`config.mk`:
```
export PLATFORM = sky130hd
export DESIGN_NAME = intr_entry
export DESIGN_NICKNAME = d
export VERILOG_FILES = /design/src/rtl/intr_entry_pkg.sv /design/src/rtl/intr_save_stack.sv /design/src/rtl/intr_entry.sv
export SDC_FILE = /design/constraint.sdc
export NUM_CORES = 1
export LEC_CHECK = 0
export CORE_MARGIN = 5
export CORE_UTILIZATION = 48
export DETAILED_ROUTE_END_ITERATION = 12
export PLACE_DENSITY_LB_ADDON = 0.2
export SETUP_SLACK_MARGIN = 0.1
export SLEW_MARGIN = 10
export SYNTH_ARGS = -nofsm -noshare
export SYNTH_HDL_FRONTEND = slang
export SYNTH_SLANG_ARGS = --single-unit
```
`constraint.sdc`:
```
create_clock -name clk -period 4.2 [get_ports clk]
set_clock_uncertainty 0.2 [all_clocks]
set_input_delay 0.42 -clock clk [delete_from_list [all_inputs] [get_ports clk]]
set_output_delay 0.42 -clock clk [all_outputs]
set_load 0.03 [all_outputs]
```
`src/rtl/intr_entry_pkg.sv`:
```
// Shared types and constants for the interrupt/trap entry block.
package intr_entry_pkg;

  typedef enum logic [1:0] {
    RUN     = 2'd0,
    ENTER   = 2'd1,
    RETURN  = 2'd2,
    HANDLER = 2'd3
  } state_t;

  localparam logic [1:0] CSR_STATUS = 2'd0;
  localparam logic [1:0] CSR_EPC    = 2'd1;
  localparam logic [1:0] CSR_VEC    = 2'd2;
  localparam logic [1:0] CSR_CAUSE  = 2'd3;

  localparam logic [2:0] CAUSE_IRQ = 3'd0;
  localparam int         VEC_SHIFT = 2;

endpackage

```
`src/rtl/intr_save_stack.sv`:
```
// Save record store {epc, pie, code}: one slot by default, two-deep stack
// with sticky overflow when INTR_NEST_EN is defined.
module intr_save_stack
  import intr_entry_pkg::*;
#(
  parameter int ADDR_W = 16
) (
  input  logic              clk,
  input  logic              reset,
  input  logic              push,
  input  logic              pop,
  input  logic [ADDR_W-1:0] push_epc,
  input  logic              push_pie,
  input  logic [2:0]        push_code,
  input  logic              wr_epc,
  input  logic [ADDR_W-1:0] wr_epc_data,
  input  logic              wr_pie,
  input  logic              wr_pie_data,
  input  logic              clr_ovf,
  output logic [ADDR_W-1:0] top_epc,
  output logic              top_pie,
  output logic [2:0]        top_code,
  output logic [1:0]        depth,
  output logic              ovf
);

`ifdef INTR_NEST_EN
  logic [ADDR_W-1:0] epc_q [2];
  logic [2:0]        code_q [2];
  logic [1:0]        pie_q;
  logic [1:0]        depth_q;
  logic              ovf_q;
  logic              top_idx;
  logic              push_idx;

  // At depth 2 the top slot is reused, so push and top index coincide.
  assign top_idx  = (depth_q == 2'd2);
  assign push_idx = (depth_q != 2'd0);

  always_ff @(posedge clk) begin
    if (reset) begin
      epc_q[0]  <= '0;
      epc_q[1]  <= '0;
      code_q[0] <= '0;
      code_q[1] <= '0;
      pie_q     <= '0;
      depth_q   <= '0;
      ovf_q     <= 1'b0;
    end else begin
      if (clr_ovf) ovf_q <= 1'b0;
      if (push) begin
        epc_q[push_idx]  <= push_epc;
        pie_q[push_idx]  <= push_pie;
        code_q[push_idx] <= push_code;
        if (depth_q == 2'd2) ovf_q <= 1'b1;
        else                 depth_q <= depth_q + 2'd1;
      end else if (pop) begin
        if (depth_q != 2'd0) depth_q <= depth_q - 2'd1;
      end else begin
        if (wr_epc) epc_q[top_idx] <= wr_epc_data;
        if (wr_pie) pie_q[top_idx] <= wr_pie_data;
      end
    end
  end

  assign top_epc  = epc_q[top_idx];
  assign top_pie  = pie_q[top_idx];
  assign top_code = code_q[top_idx];
  assign depth    = depth_q;
  assign ovf      = ovf_q;
`else
  logic [ADDR_W-1:0] epc_q;
  logic [2:0]        code_q;
  logic              pie_q;
  logic              unused_nest;

  always_ff @(posedge clk) begin
    if (reset) begin
      epc_q  <= '0;
      code_q <= '0;
      pie_q  <= 1'b0;
    end else if (push) begin
      epc_q  <= push_epc;
      pie_q  <= push_pie;
      code_q <= push_code;
    end else if (!pop) begin
      if (wr_epc) epc_q <= wr_epc_data;
      if (wr_pie) pie_q <= wr_pie_data;
    end
  end

  assign unused_nest = clr_ovf;
  assign top_epc  = epc_q;
  assign top_pie  = pie_q;
  assign top_code = code_q;
  assign depth    = 2'd0;
  assign ovf      = 1'b0;
`endif

endmodule

```
`src/rtl/intr_entry.sv`:
```
// Interrupt/trap entry and RTI sequencing with STATUS/EPC/VEC/CAUSE CSRs.
// Optional nesting stack enabled by defining INTR_NEST_EN.
module intr_entry
  import intr_entry_pkg::*;
#(
  parameter int               ADDR_W    = 16,
  parameter logic [ADDR_W-1:0] VEC_RESET = 16'h0010
) (
  input  logic              clk,
  input  logic              reset,
  input  logic              interrupt,
  input  logic              boundary,
  input  logic [ADDR_W-1:0] next_pc,
  input  logic              trap_req,
  input  logic [2:0]        trap_code,
  input  logic              rti,
  input  logic              csr_write,
  input  logic [1:0]        csr_addr,
  input  logic [15:0]       csr_wdata,
  output logic [15:0]       csr_rdata,
  output logic              redirect,
  output logic [ADDR_W-1:0] redirect_pc,
  output logic              in_handler,
  output logic              ie,
  output state_t            dbg_state
);

  // Handshake: redirect is a single-cycle pulse; redirect_pc is valid only
  // while redirect is high, and the core must flush and fetch from it.

  state_t            state;
  logic              ie_q;
  logic [ADDR_W-1:0] vec_q;
  logic              redirect_q;
  logic              take_rti, take_trap, take_irq, push, pop;
  logic [2:0]        entry_code;
  logic [ADDR_W-1:0] top_epc;
  logic              top_pie;
  logic [2:0]        top_code;
  logic [1:0]        depth;
  logic              ovf;
  logic              wr_status;

  always_comb begin
    take_rti  = 1'b0;
    take_trap = 1'b0;
    take_irq  = 1'b0;
    if (boundary && (state == RUN || state == HANDLER)) begin
      if (rti && state == HANDLER) take_rti  = 1'b1;
      else if (trap_req)           take_trap = 1'b1;
      else if (interrupt && ie_q)  take_irq  = 1'b1;
    end
  end

  assign push       = take_trap | take_irq;
  assign pop        = take_rti;
  assign entry_code = take_trap ? trap_code : CAUSE_IRQ;
  assign wr_status  = csr_write && (csr_addr == CSR_STATUS);

  intr_save_stack #(.ADDR_W(ADDR_W)) u_stack (
    .clk         (clk),
    .reset       (reset),
    .push        (push),
    .pop         (pop),
    .push_epc    (next_pc),
    .push_pie    (ie_q),
    .push_code   (entry_code),
    .wr_epc      (csr_write && (csr_addr == CSR_EPC)),
    .wr_epc_data (ADDR_W'(csr_wdata)),
    .wr_pie      (wr_status),
    .wr_pie_data (csr_wdata[1]),
    .clr_ovf     (wr_status && csr_wdata[2]),
    .top_epc     (top_epc),
    .top_pie     (top_pie),
    .top_code    (top_code),
    .depth       (depth),
    .ovf         (ovf)
  );

  always_ff @(posedge clk) begin
    if (reset) begin
      state       <= RUN;
      ie_q        <= 1'b0;
      vec_q       <= VEC_RESET;
      redirect_q  <= 1'b0;
      redirect_pc <= '0;
      in_handler  <= 1'b0;
    end else begin
      redirect_q <= 1'b0;
      if (wr_status) ie_q <= csr_wdata[0];
      if (csr_write && csr_addr == CSR_VEC) vec_q <= ADDR_W'(csr_wdata) & ~ADDR_W'(3);
      case (state)
        RUN, HANDLER: begin
          if (push) begin
            ie_q        <= 1'b0;
            redirect_q  <= 1'b1;
            redirect_pc <= vec_q + (ADDR_W'(entry_code) << VEC_SHIFT);
            state       <= ENTER;
          end else if (pop) begin
            ie_q        <= top_pie;
            redirect_q  <= 1'b1;
            redirect_pc <= top_epc;
            state       <= RETURN;
          end
        end
        ENTER: begin
          state      <= HANDLER;
          in_handler <= 1'b1;
        end
        RETURN: begin
          state      <= (depth != 2'd0) ? HANDLER : RUN;
          in_handler <= (depth != 2'd0);
        end
        default: state <= RUN;
      endcase
    end
  end

  // Gated by reset so a reset landing on the flush cycle suppresses the pulse.
  assign redirect  = redirect_q & ~reset;
  assign ie        = ie_q;
  assign dbg_state = state;

  always_comb begin
    csr_rdata = '0;
    case (csr_addr)
      CSR_STATUS: csr_rdata = {13'h0, ovf, top_pie, ie_q};
      CSR_EPC:    csr_rdata = 16'(top_epc);
      CSR_VEC:    csr_rdata = 16'(vec_q);
      CSR_CAUSE:  csr_rdata = {10'h0, depth, 1'b0, top_code};
      default:    csr_rdata = '0;
    endcase
  end

endmodule

```
Word-level counts from Yosys, hierarchy flattened --
Cells that the tools add are included.
Operators by class: mux-type cells 29, equality and inequality tests 8, add/subtract/negate cells 1, bitwise logic cells 4, reductions and logical operators 18
Operators by type and width (number):
- 2-to-1 mux 16 bit | 5
- case mux 16 bit (4 select lines) | 1
- 2-to-1 mux 1 bit | 18
- adder 16 x 5 -> 16 bit | 1
- equality test 2 bit (second input constant) | 4
- nonzero test 2 bit | 4
- logical AND 1 bit | 6
- case mux 2 bit (3 select lines) | 1
- AND reduction 2 bit | 3
- equality test 2 x 1 -> 1 bit (second input constant) | 2
- zero test 2 bit | 2
- 2-to-1 mux 2 bit | 2
- OR reduction 2 bit | 2
- 2-to-1 mux 3 bit | 1
- inequality test 3 x 2 -> 1 bit (second input constant) | 1
- inequality test 2 bit (second input constant) | 1
- NOT 1 bit | 2
- case mux 1 bit (2 select lines) | 1
- bitwise AND 1 bit | 1
- logical OR 1 bit | 1
- bitwise OR 1 bit | 1
Storage, ports and cells: logic and storage cells 69, register bits after elaboration 55

Logic depth before layout (Yosys ltp) --
word-level depth 8, depth in mapped cells 11

Modules after synthesis --
Synthesis repeated with hierarchy kept, for this count alone.
Unflattened totals: cells, all modules 364, area total of the unflattened synthesis 3219.3 um2
By module, submodules not included:
- intr_entry | cells each 251, times used 1, seq. area each 700.7 um2, area an instance 2088.3 um2
- intr_save_stack | cells each 113, times used 1, seq. area each 400.4 um2, area an instance 1131.1 um2

Worst setup path before layout --
OpenSTA, ideal clock, no wires.
path kind register to register, from reg state[0], in the netlist dbg_state[0], to reg redirect_pc[10], buffers on the path 0, data arrival time 2.940 ns, path slack 0.973 ns, cell stages (with the launch flop) 12, clock period less this slack 3.227 ns, cell sequence dfxtp_1 > inv_1 > ha_1 > and2_4 > and3_1 > and2_1 > ha_1 > fa_1 > a21oi_1 > nor4b_1 > xnor2_1 > a221oi_2
Between the ends: word-level cells in the longest chain between the ends 7
Ends and longest elaborated chain:
- from (decl) | line intr_entry.sv:31 | state_t state;
- from (signal assigned) | line intr_entry.sv:111 | state <= (depth != 2'd0) ? HANDLER : RUN;
- equality test 2 bit / zero test 2 bit (equally long branches) | line intr_entry.sv:48, intr_entry.sv:49
- logical AND 1 bit / logical OR 1 bit (equally long branches) | line intr_entry.sv:49, intr_entry.sv:48
- 2-to-1 mux 1 bit / logical AND 1 bit (equally long branches) | line intr_entry.sv:49, intr_entry.sv:48
- 2-to-1 mux 1 bit (*) | line intr_entry.sv:48 | if (boundary && (state == RUN || state == HANDLER)) begin
- 2-to-1 mux 3 bit (*) | line intr_entry.sv:57 | assign entry_code = take_trap ? trap_code : CAUSE_IRQ;
- net entry_code[0] | line intr_entry.sv:36 | logic [2:0] entry_code;
- adder 16 x 5 -> 16 bit (*) | line intr_entry.sv:97 | redirect_pc <= vec_q + (ADDR_W'(entry_code) << VEC_SHIFT);
- 2-to-1 mux 16 bit (*) | line intr_entry.sv:94 | if (push) begin
- to (signal assigned) | line intr_entry.sv:97
- to (signal assigned) | line intr_entry.sv:102 | redirect_pc <= top_epc;
- to (decl) | line intr_entry.sv:22 | output logic [ADDR_W-1:0] redirect_pc,
Mark *: on every way through the listed nets, which the timed path passes. The rest lies on a longest branch. A chain may end at the register's enable or synchronous reset.

Worst setup path in the final report --
from reg state[0], in the netlist dbg_state[0], to reg redirect_pc[8]
Same word-level chain as after synthesis.

==> impl_metrics.ini <==
[yosys]
synth_cells = 328
yosysMostFrequentCell = dfxtp_1
synth.area.top_cells = dfxtp_1 (37%), mux2i_1 (7.2%), nand2_1 (6.4%)
yosys.area.top_type = dfxtp_1
synthTopCellsByCount = dfxtp_1 (55), nand2_1 (50), nor2_1 (27), a21oi_1 (26), mux2i_1 (21)
yosysWarnings = 0
avgSynthCellArea_um2 = 8.96
synth_edf_count = 0
yosysUniqueCellTypes = 44
ys_seq_area_frac = 0.375
synth.top_cell.area_share = 0.375
async_flop_share = 0
synth_ff_type = dfxtp_1
ys_ff_latch = 55
synth_area_mm2 = 0.00294
syn-num-nets = 379

[setup_path]
path_common_cell = ha_1
max_stage_delay_ps = 420
cp-end-kind = flop
crit_fanout = 7
worstReg2RegStart = dbg_state[0]
crit_type = reg -> reg
cp_cell_sequence = inv_1 > ha_1 > and2_4 > and3_1 > and2_1 > ha_1 > fa_1 > a21oi_1 > nor3b_1 > xnor2_1 > a221oi_1
crit_required_ps = 4220
critPathLaunchType = flop
crit_arrival_ps = 3350
reg2regPathDepth = 11
slowest_stage = a21oi_1
rrSetupSlack_ps = 870
rr_endpoint = redirect_pc[8]

[detailed_routing]
vias = 2750
dr.pass1.iters = 4
first_iter_violations = 120
routed_wl_um = 8090
post-route-drc-count = 0
viasPerCell = 5.85
ant_nets = 0
wl_per_cell_um = 17.2

[clock_network]
cts_tree = yes
clk-insertion-delay-late_ps = 310
cts_hold_buffers = 0
max-clock-path-buffers = 2
htreeDepth = 2
clock-sinks = 55
cts-root-buf = clkbuf_8
clk_pin_slew_ps = 100
cts_made_buffers = 5
cts_resized = 0
cts_setup_buffers = 0

[run]
maxCapViolCount = 0

[min_path]
holdPathStages = 2
min_from = vec_q[2]
min_to = vec_q[2]
hp-class = reg -> reg

[sta]
setup_violations = 0
hold_viol_final = 0
post-route-period-util = 0.793
fin_tns_setup_ps = 0
slew_headroom = 0.334
grt_setup_unrepaired = false
fmax_mhz = 300
slew_violations = 0
worst-slew-pin-transition_ps = 999
period_needed_ps = 3330

[layout]
fill_cells = 532
drive_above_1_share = 0.0810
area_growth_pct = 29.5
fin_nets = 445
antenna_cells = 0
stdcell_count = 470

[floorplanning]
fp.dieW_um = 88.2
num_io_pins = 81
dieArea_mm2 = 0.00779
core_region_area_mm2 = 0.00592
num_rows = 28
die_h_um = 88.2
start_util = 0.496

[global_routing]
grt_pass1_vias = 2666
grt-ovfl-total = 0
grt_pass1_wl_um = 13300
antenna_found_initial = 0
grt_usage = 0.216
grt_max_degree = 56

[power]
switchingPower_w = 0.000380
ir_drop_mv = 0.164
internal-power_w = 0.000846
p_seq_frac = 0.486
leakage_nw = 1.33
powerDensity_mw_per_mm2 = 322
p_clk_frac = 0.253
swShare = 0.310
combPwrFrac = 0.261

[placed_design]
numPlacedInstances = 462
gp_congestion = 0.815
hpwl_um = 5490
portBuffers = 80

[outcome]
status = finished clean
how the worst max path moves through the flow:
| stage | from | endpoint | slack [ps] | cells after the start |
|---|---|---|---|---|
| floorplan | dbg_state[0] | redirect_pc[10] | 970 | 11 |
| global placement | boundary | redirect_pc[10] | 930 | 10 |
| detailed placement | boundary | redirect_pc[10] | 880 | 10 |
| CTS | dbg_state[0] | redirect_pc[8] | 880 | 11 |
| global route | dbg_state[0] | redirect_pc[7] | 550 | 10 |
| finish | dbg_state[0] | redirect_pc[8] | 870 | 11 |
power groups by stage:
stage               logic, W  registers, W  clock network (W)
detailed placement  0.000320      0.000606                  0
floorplan           0.000177      0.000629                  0
global route        0.000347      0.000601           0.000333
CTS                 0.000322      0.000595           0.000313
finish              0.000320      0.000595           0.000310
global placement    0.000315      0.000606                  0
flip-flops by register name, indices dropped and copies added, names as in the netlist:
signal,flops
redirect_q,1
dbg_state,2
redirect_pc,16
in_handler,1
ie,1
vec_q,14
u_stack.top_epc,16
u_stack.top_code,3
u_stack.top_pie,1
cell usage in the layout (no fill, tap or decap), drive strengths merged:
| cell type | synthesis | layout |
|---|---|---|
| clkdlybuf4s50 | 0 | 79 |
| dfxtp | 55 | 55 |
| nand2 | 50 | 50 |
| nor2 | 27 | 27 |
| a21oi | 27 | 27 |
| a221oi | 26 | 26 |
| mux2i | 21 | 21 |
| a22o | 14 | 14 |
| xnor2 | 11 | 11 |
| and2 | 7 | 7 |
| nand3 | 7 | 7 |
| clkbuf | 10 | 7 |
| buf | 17 | 7 |
| ha | 6 | 6 |
| nor2b | 5 | 5 |
| a211oi | 5 | 5 |
| nor3 | 4 | 4 |
| inv | 3 | 3 |
| o21ai | 3 | 3 |
| a22oi | 3 | 3 |
| a311oi | 3 | 3 |
| and3 | 3 | 3 |
| nand4 | 3 | 3 |
| nor4 | 3 | 3 |
| mux2 | 2 | 2 |
| nand2b | 2 | 2 |
| a31oi | 2 | 2 |
| nor3b | 2 | 2 |
| nor4b | 2 | 2 |
| a21o | 1 | 1 |
| o211ai | 1 | 1 |
| xor2 | 1 | 1 |
| nand3b | 1 | 1 |
| fa | 1 | 1 |
| clkinv | 0 | 1 |
metal layers:
layer / global-route usage / vias up / wire [um] / share of wire
met5: 0 / - / 0 / 0
met4: 0.0330 / 0 / 23 / 0.0028
met3: 0.0428 / 4 / 605 / 0.075
met2: 0.376 / 108 / 3910 / 0.48
met1: 0.283 / 1310 / 3550 / 0.44
li1: - / 1328 / - / -
worst max-delay path: cells and delay by family (launching register included):
family	cells	cell delay (ps)
AND/OR/NAND/NOR	4	730
AO/OA/AOI/OAI	2	700
flip-flops	1	410
XOR/XNOR	1	150
adder cells (fa/ha/maj)	3	980
buffers and inverters	1	60
cells by family after synthesis:
group                      after synthesis  share of synthesized area
AOI/OAI and AO/OA                       85                      0.230
xor gates and xnor gates                12                     0.0358
adders and majority gates                7                     0.0324
buffers and inverters                   30                     0.0596
DFF                                     55                      0.375
muxes                                   23                     0.0792
and+or+nand+nor                        116                      0.189
final cells by class:
class,count,area (um^2),area share
Multi-Input combinational cell,243,1660,0.437
Sequential cell,55,1100,0.289
Timing Repair Buffer,86,841,0.221
Tap cell,75,93.8,0.0247
Clock buffer,7,86.3,0.0227
Inverter,3,11.3,0.00296
Clock inverter,1,8.76,0.00230
through the flow:
step                instance area, um^2  power, W  hold WS (ps)  utilization  setup slack (ps)
floorplan                          2940  0.000807           244            -               973
global placement                   3710  0.000921           266        0.627               928
detailed placement                 3710  0.000927           272        0.627               878
CTS                                3800   0.00123           287        0.643               878
global route                       3800   0.00128           315        0.643               553
finish                             3800   0.00123           287        0.643               871
Note: power is estimated with default switching activity, not from simulation.
